$ cat src/rtl/im_arb_pkg.sv
// Shared types and default widths for the instruction-memory arbiter.
//   port_e        : identifies a requester (fetch or loader)
//   *_DEF         : default parameter values used by the interface and modules
package im_arb_pkg;

  localparam int unsigned ADDR_W_DEF    = 10;
  localparam int unsigned DATA_W_DEF    = 32;
  localparam int unsigned MAX_BURST_DEF = 4;

  typedef enum logic {
    PORT_F = 1'b0,
    PORT_L = 1'b1
  } port_e;

endpackage

$ cat src/rtl/im_arbiter_if.sv
// Bus bundle between the fetch stage, the loader/debug port, the arbiter and
// the instruction memory array.
//   slave  : arbiter view (requests/addresses/im_rdata in; grants, read data,
//            memory address/write lines out)
//   master : environment view (requesters plus memory array)
interface im_arbiter_if
  import im_arb_pkg::*;
#(
  parameter int unsigned ADDR_W = ADDR_W_DEF,
  parameter int unsigned DATA_W = DATA_W_DEF
) ();

  logic              f_req;
  logic [ADDR_W-1:0] f_addr;
  logic              f_gnt;
  logic              f_rvalid;
  logic [DATA_W-1:0] f_rdata;

  logic              l_req;
  logic              l_we;
  logic [ADDR_W-1:0] l_addr;
  logic [DATA_W-1:0] l_wdata;
  logic              l_gnt;
  logic              l_rvalid;
  logic [DATA_W-1:0] l_rdata;

  logic [ADDR_W-1:0] im_addr;
  logic              im_we;
  logic [DATA_W-1:0] im_wdata;
  logic [DATA_W-1:0] im_rdata;

  modport slave (
    input  f_req, f_addr, l_req, l_we, l_addr, l_wdata, im_rdata,
    output f_gnt, f_rvalid, f_rdata, l_gnt, l_rvalid, l_rdata,
           im_addr, im_we, im_wdata
  );

  modport master (
    output f_req, f_addr, l_req, l_we, l_addr, l_wdata, im_rdata,
    input  f_gnt, f_rvalid, f_rdata, l_gnt, l_rvalid, l_rdata,
           im_addr, im_we, im_wdata
  );

endinterface

$ cat src/rtl/im_arb_core.sv
// Grant decision for the two instruction-memory requesters.
// Last-owner-sticky arbitration: under contention the last granted port keeps
// the memory until it has had MAX_BURST consecutive grants.
//   clk, reset    : clock, asynchronous active-low reset
//   f_req, l_req  : requests from fetch and loader
//   f_gnt, l_gnt  : combinational one-hot (or none) grants
module im_arb_core
  import im_arb_pkg::*;
#(
  parameter int unsigned MAX_BURST = MAX_BURST_DEF
) (
  input  logic clk,
  input  logic reset,
  input  logic f_req,
  input  logic l_req,
  output logic f_gnt,
  output logic l_gnt
);

  localparam int unsigned        CNT_W   = $clog2(MAX_BURST + 1);
  localparam logic [CNT_W-1:0]   CNT_MAX = CNT_W'(MAX_BURST);
  localparam logic [CNT_W-1:0]   CNT_ONE = CNT_W'(1);

  port_e            last;
  port_e            gnt_port;
  logic [CNT_W-1:0] cnt;
  logic             keep_last;

  always_comb begin
    f_gnt     = 1'b0;
    l_gnt     = 1'b0;
    keep_last = (cnt < CNT_MAX);
    // No grants while reset is held so the memory sees no access.
    if (reset) begin
      if (f_req && l_req) begin
        // F wins when it is the owner with burst left, or L is exhausted.
        if ((last == PORT_F) == keep_last) f_gnt = 1'b1;
        else                               l_gnt = 1'b1;
      end else begin
        f_gnt = f_req;
        l_gnt = l_req;
      end
    end
    gnt_port = l_gnt ? PORT_L : PORT_F;
  end

  always_ff @(posedge clk or negedge reset) begin
    if (!reset) begin
      last <= PORT_F;
      cnt  <= '0;
    end else if (f_gnt || l_gnt) begin
      if (gnt_port == last) begin
        if (cnt != CNT_MAX) cnt <= cnt + CNT_ONE;
      end else begin
        last <= gnt_port;
        cnt  <= CNT_ONE;
      end
    end else begin
      cnt <= '0;
    end
  end

endmodule

$ cat src/rtl/im_arbiter.sv
// Shares the single-ported instruction memory between the fetch stage (F,
// read-only) and the loader/debug port (L, read/write). One access per cycle;
// read data is registered and returned one cycle after the grant.
//   clk   : rising-edge clock
//   reset : asynchronous active-low reset
//   bus   : im_arbiter_if slave modport (requesters + memory lines)
module im_arbiter
  import im_arb_pkg::*;
#(
  parameter int unsigned ADDR_W    = ADDR_W_DEF,
  parameter int unsigned DATA_W    = DATA_W_DEF,
  parameter int unsigned MAX_BURST = MAX_BURST_DEF
) (
  input logic           clk,
  input logic           reset,
  im_arbiter_if.slave   bus
);

  logic              f_gnt;
  logic              l_gnt;
  logic              l_rd;
  logic [ADDR_W-1:0] im_addr;
  logic              im_we;
  logic [DATA_W-1:0] im_wdata;
  logic              f_rvalid;
  logic              l_rvalid;
  logic [DATA_W-1:0] f_rdata;
  logic [DATA_W-1:0] l_rdata;

  im_arb_core #(
    .MAX_BURST (MAX_BURST)
  ) u_core (
    .clk   (clk),
    .reset (reset),
    .f_req (bus.f_req),
    .l_req (bus.l_req),
    .f_gnt (f_gnt),
    .l_gnt (l_gnt)
  );

  assign l_rd = l_gnt && !bus.l_we;

  // Memory lines are forced to zero whenever nobody is granted.
  always_comb begin
    im_addr  = '0;
    im_we    = 1'b0;
    im_wdata = '0;
    if (f_gnt) begin
      im_addr  = bus.f_addr;
      im_wdata = bus.l_wdata;
    end else if (l_gnt) begin
      im_addr  = bus.l_addr;
      im_we    = bus.l_we;
      im_wdata = bus.l_wdata;
    end
  end

  always_ff @(posedge clk or negedge reset) begin
    if (!reset) begin
      f_rvalid <= 1'b0;
      l_rvalid <= 1'b0;
      f_rdata  <= '0;
      l_rdata  <= '0;
    end else begin
      f_rvalid <= f_gnt;
      l_rvalid <= l_rd;
      if (f_gnt) f_rdata <= bus.im_rdata;
      if (l_rd)  l_rdata <= bus.im_rdata;
    end
  end

  assign bus.f_gnt    = f_gnt;
  assign bus.l_gnt    = l_gnt;
  assign bus.f_rvalid = f_rvalid;
  assign bus.l_rvalid = l_rvalid;
  assign bus.f_rdata  = f_rdata;
  assign bus.l_rdata  = l_rdata;
  assign bus.im_addr  = im_addr;
  assign bus.im_we    = im_we;
  assign bus.im_wdata = im_wdata;

endmodule

$ cat src/flat_wrapper.sv
// flat-port wrapper written by rule: the top's interface ports become plain ports
module im_arbiter_flat import im_arb_pkg::*;
#(
  parameter int unsigned ADDR_W    = ADDR_W_DEF,
  parameter int unsigned DATA_W    = DATA_W_DEF,
  parameter int unsigned MAX_BURST = MAX_BURST_DEF
)
  (clk, reset, bus_f_req, bus_f_addr, bus_l_req, bus_l_we, bus_l_addr, bus_l_wdata, bus_im_rdata, bus_f_gnt, bus_f_rvalid, bus_f_rdata, bus_l_gnt, bus_l_rvalid, bus_l_rdata, bus_im_addr, bus_im_we, bus_im_wdata);
  im_arbiter_if #(.ADDR_W(ADDR_W), .DATA_W(DATA_W)) bus_i ();
  input logic clk;
  input logic reset;
  input wire logic [$bits(bus_i.f_req)-1:0] bus_f_req;
  input wire logic [$bits(bus_i.f_addr)-1:0] bus_f_addr;
  input wire logic [$bits(bus_i.l_req)-1:0] bus_l_req;
  input wire logic [$bits(bus_i.l_we)-1:0] bus_l_we;
  input wire logic [$bits(bus_i.l_addr)-1:0] bus_l_addr;
  input wire logic [$bits(bus_i.l_wdata)-1:0] bus_l_wdata;
  input wire logic [$bits(bus_i.im_rdata)-1:0] bus_im_rdata;
  output wire logic [$bits(bus_i.f_gnt)-1:0] bus_f_gnt;
  output wire logic [$bits(bus_i.f_rvalid)-1:0] bus_f_rvalid;
  output wire logic [$bits(bus_i.f_rdata)-1:0] bus_f_rdata;
  output wire logic [$bits(bus_i.l_gnt)-1:0] bus_l_gnt;
  output wire logic [$bits(bus_i.l_rvalid)-1:0] bus_l_rvalid;
  output wire logic [$bits(bus_i.l_rdata)-1:0] bus_l_rdata;
  output wire logic [$bits(bus_i.im_addr)-1:0] bus_im_addr;
  output wire logic [$bits(bus_i.im_we)-1:0] bus_im_we;
  output wire logic [$bits(bus_i.im_wdata)-1:0] bus_im_wdata;
  assign bus_i.f_req = bus_f_req;
  assign bus_i.f_addr = bus_f_addr;
  assign bus_i.l_req = bus_l_req;
  assign bus_i.l_we = bus_l_we;
  assign bus_i.l_addr = bus_l_addr;
  assign bus_i.l_wdata = bus_l_wdata;
  assign bus_i.im_rdata = bus_im_rdata;
  assign bus_f_gnt = bus_i.f_gnt;
  assign bus_f_rvalid = bus_i.f_rvalid;
  assign bus_f_rdata = bus_i.f_rdata;
  assign bus_l_gnt = bus_i.l_gnt;
  assign bus_l_rvalid = bus_i.l_rvalid;
  assign bus_l_rdata = bus_i.l_rdata;
  assign bus_im_addr = bus_i.im_addr;
  assign bus_im_we = bus_i.im_we;
  assign bus_im_wdata = bus_i.im_wdata;
  im_arbiter #(.ADDR_W(ADDR_W), .DATA_W(DATA_W), .MAX_BURST(MAX_BURST)) u_core (.clk(clk), .reset(reset), .bus(bus_i));
endmodule
$ cat config.mk
export PLATFORM = sky130hd
export DESIGN_NAME = im_arbiter_flat
export DESIGN_NICKNAME = d
export VERILOG_FILES = /design/src/rtl/im_arb_pkg.sv /design/src/rtl/im_arbiter_if.sv /design/src/rtl/im_arb_core.sv /design/src/rtl/im_arbiter.sv /design/src/flat_wrapper.sv
export SDC_FILE = /design/constraint.sdc
export NUM_CORES = 1
export LEC_CHECK = 0
export CAP_MARGIN = 15
export CORE_MARGIN = 3
export CORE_UTILIZATION = 30
export DETAILED_ROUTE_END_ITERATION = 10
export PLACE_DENSITY = 0.77
export SLEW_MARGIN = 20
export SYNTH_ARGS = -nofsm -noshare
export SYNTH_HDL_FRONTEND = slang
export SYNTH_SLANG_ARGS = --single-unit
$ cat constraint.sdc
create_clock -name clk -period 5.68 [get_ports clk]
set_input_delay 1.704 -clock clk [delete_from_list [all_inputs] [get_ports clk]]
set_output_delay 1.704 -clock clk [all_outputs]
set_load 0.02 [all_outputs]
==> impl_results.md, run 1 <==
- Power per cell area: 324 nW/um2
- Worst Path Arrival: 3760 ps
- Net Count, Synth: 332
- Postcts setup bufs: 0
- Post-route ant nets: 0
- DRT Pass-1 Iters: 4
- Worst hold path class: flip-flop to flip-flop
- Maximum VDD drop: 123 uV
- Slew HR: 44.9%
- Met1 WL: 3440 um
- Initial Util: 31.7%
- CTS Hold Bufs: 0
- Resized Gates After CTS: 0
- Tmin final: 5460 ps
- DP HPWL: 7400 um
- Clock share of power: roughly a quarter
- Post-synthesis cell area: 3180 um2
- Fin crit share: between 90% and 100%
- Total CTS buffers: 9
- TritonCTS Sinks: 70
- Synth unique cells: 25
- RSZ-0062 raised after global routing: no
- Number of antenna violations at the first check in global routing: 0
- GRT Util Overall: 15.9%
- Core Box Area: 10000 um2
- Clk root buf: clkbuf_8
- Met2 routed WL: approximately 4700 um
- Comb pwr share: 38.7%
- Fin worst setup slack: between 200 and 250 ps
- Synthesis Warnings: 0
- Worst setup SP type: primary input
- Clock skew: 8.49 ps
- Leak: between 2 and 2.5 nW
- Setup crit end kind: output port
- CP required: 3980 ps
- Total Wirelength: 9480 um
- Commonest non-fill, non-tap cell in the layout: clkdlybuf4s50_1
- Clock buffer depth: 2
- Chip Height: 109 um
- # DRC: 0
- Fin nets: 536
- N_diodes: 0
- Clock Latency Late Sink: around 340 ps
- Via Count: approximately 2600
- Yosys reg bits: 70
- Fin. max-slew vios: 0
- Vias in the first global route: ~2800
- Layout overhead on the synthesized area: 72.7%
- Max cap viols: 0
- Via/cell ratio: 4.48
- CP Class: primary input to output port
- TritonCTS clock tree: done
- Layout cells sized above 1: 20.0%
- Switching power: approximately 570 uW
- Status: finished, final reports clean
- Seq/Total Area, Yosys: 55.0%
- Wire length per cell: around 16 um
- CP Max Fanout: 15
- Final-report hold violation count: 0
- GR Overflow Total: 0
- H-tree depth: 3
- Metal3 WL: 1240 um
- Seq pwr share: 37.9%
- IO Port Bufs: about 200
- Placement Setup Slack: 208 ps
- Placer Congestion: just under 0.8
- Final Setup Violations: 0
- Largest net degree at the start of global routing: 69
- Iteration-0 DRC count of the detailed router: 73
- Worst slew pin tran: 827 ps
- First-pass GRT wire length: 14300 um
- Die Footprint: 11900 um2
- Cell Int Power: 1.21 mW
- Syn Area/Cell: 13.2 um2
- Setup TNS: 0 ps
- Highest Signal Layer: met4
- Sw frac: between 30% and 40%
- Fmax: 183 MHz
- Cells after Synth: 241
- Commonest non-fill, non-tap cells in the layout: clkdlybuf4s50_1, dfrtp_1, mux2_2
- Clock transition at path regs: 70 ps
- Site Rows: 36
- # IOs: 200
- Die Wd: 109 um
-- metal layers --
layer | track usage, % | vias up
met5 | 0 | -
met4 | 4.06 | 0
met3 | 8.53 | 8
met2 | 28.0 | 136
met1 | 16.4 | 1253
li1 | - | 1215
-- sequential cells by signal, indices dropped and copies added (netlist names) --
register / flops
u_core.bus.l_rdata: 32
u_core.u_core.last: 1
u_core.bus.f_rvalid: 1
u_core.bus.f_rdata: 32
u_core.u_core.cnt: 3
u_core.bus.l_rvalid: 1
-- cell usage after synthesis --
cell,count,area (um2)
dfrtp_1,70,1750
mux2_2,59,664
and2_1,34,213
nand2_1,14,52.6
inv_1,13,48.8
mux2i_1,10,100
buf_6,7,78.8
clkbuf_1,5,18.8
mux2_1,4,45.0
nand3_1,3,15.0
nor2_1,3,11.3
a21oi_1,2,10.0
and3b_1,2,17.5
buf_2,2,10.0
ha_1,2,25.0
mux2_4,2,30.0
a211oi_4,1,20.0
a21boi_0,1,7.51
nor2b_1,1,6.26
nor3_1,1,5.00
o211a_1,1,10.0
o21a_1,1,7.51
o21ba_2,1,10.0
o32ai_1,1,8.76
xnor2_2,1,16.3
-- power by group through the flow --
stage	registers (mW)	logic (mW)	clock network, mW
final	0.675	0.690	0.417
after floorplan	0.820	0.182	0
after CTS	0.678	0.702	0.429
after global routing	0.692	0.731	0.452
after global placement	0.681	0.689	0
after detailed placement	0.687	0.699	0
-- layout make-up --
cell class / count / area, um2
timing repair buffer: 207 / 2050
clock buffer: 10 / 138
inverter: 13 / 48.8
tap: 133 / 166
clock inverter: 6 / 68.8
multi-input combinational: 144 / 1270
fill: 855 / 4550
sequential: 70 / 1750
-- final timing paths --
path                       cells after the start             startpoint  slack (ps)                      to
min in group asynchronous                      1                  reset        1160    u_core.u_core.cnt[0]
min reg2reg                                    1  u_core.bus.l_rdata[4]         490   u_core.bus.l_rdata[4]
min                                            1  u_core.bus.l_rdata[4]         490   u_core.bus.l_rdata[4]
max                                            4              bus_f_req         220          bus_im_addr[2]
max in group asynchronous                      2                  reset        3510  u_core.bus.f_rdata[23]
max reg2reg                                    4   u_core.u_core.cnt[2]        3400  u_core.bus.l_rdata[17]
-- critical path, stage by stage --
cell and delay [ps]:
clkdlybuf4s50_1 640, o211a_2 530, mux2i_1 250, clkdlybuf4s50_1 630
-- per-stage QoR --
step	instances	util [%]	hold WS (ps)	instance area, um2	power, mW
floorplan	241	-	542	3180	1.00
global placement	567	52.7	467	5290	1.37
detailed placement	567	52.7	475	5290	1.39
CTS	583	54.7	492	5500	1.81
global route	583	54.7	502	5500	1.88
finish	583	54.7	489	5500	1.78
-- cell families (layout without fill, tap and decap cells) --
kind of cell / after synthesis / in the layout / synth area share [%]
mux: 75 / 75 / 26.4
buf+inv: 27 / 236 / 4.91
simple gates: 58 / 58 / 10.1
compound gates: 8 / 8 / 2.32
xor+xnor: 1 / 1 / 0.511
fa+ha+maj: 2 / 2 / 0.786
flops: 70 / 70 / 55.0
Note: power is estimated with default switching activity, not from simulation.
==> run 2, diff against run 1 <==
CAP_MARGIN = not set   (was 15)
==> results of run 2 <==
Final layout, timing and power as in run 1 (identical DEF).
==> run 3, diff against run 2 <==
CAP_MARGIN = 20   (was not set)
==> results of run 3 <==
Final layout, timing and power as in run 1 (identical DEF).
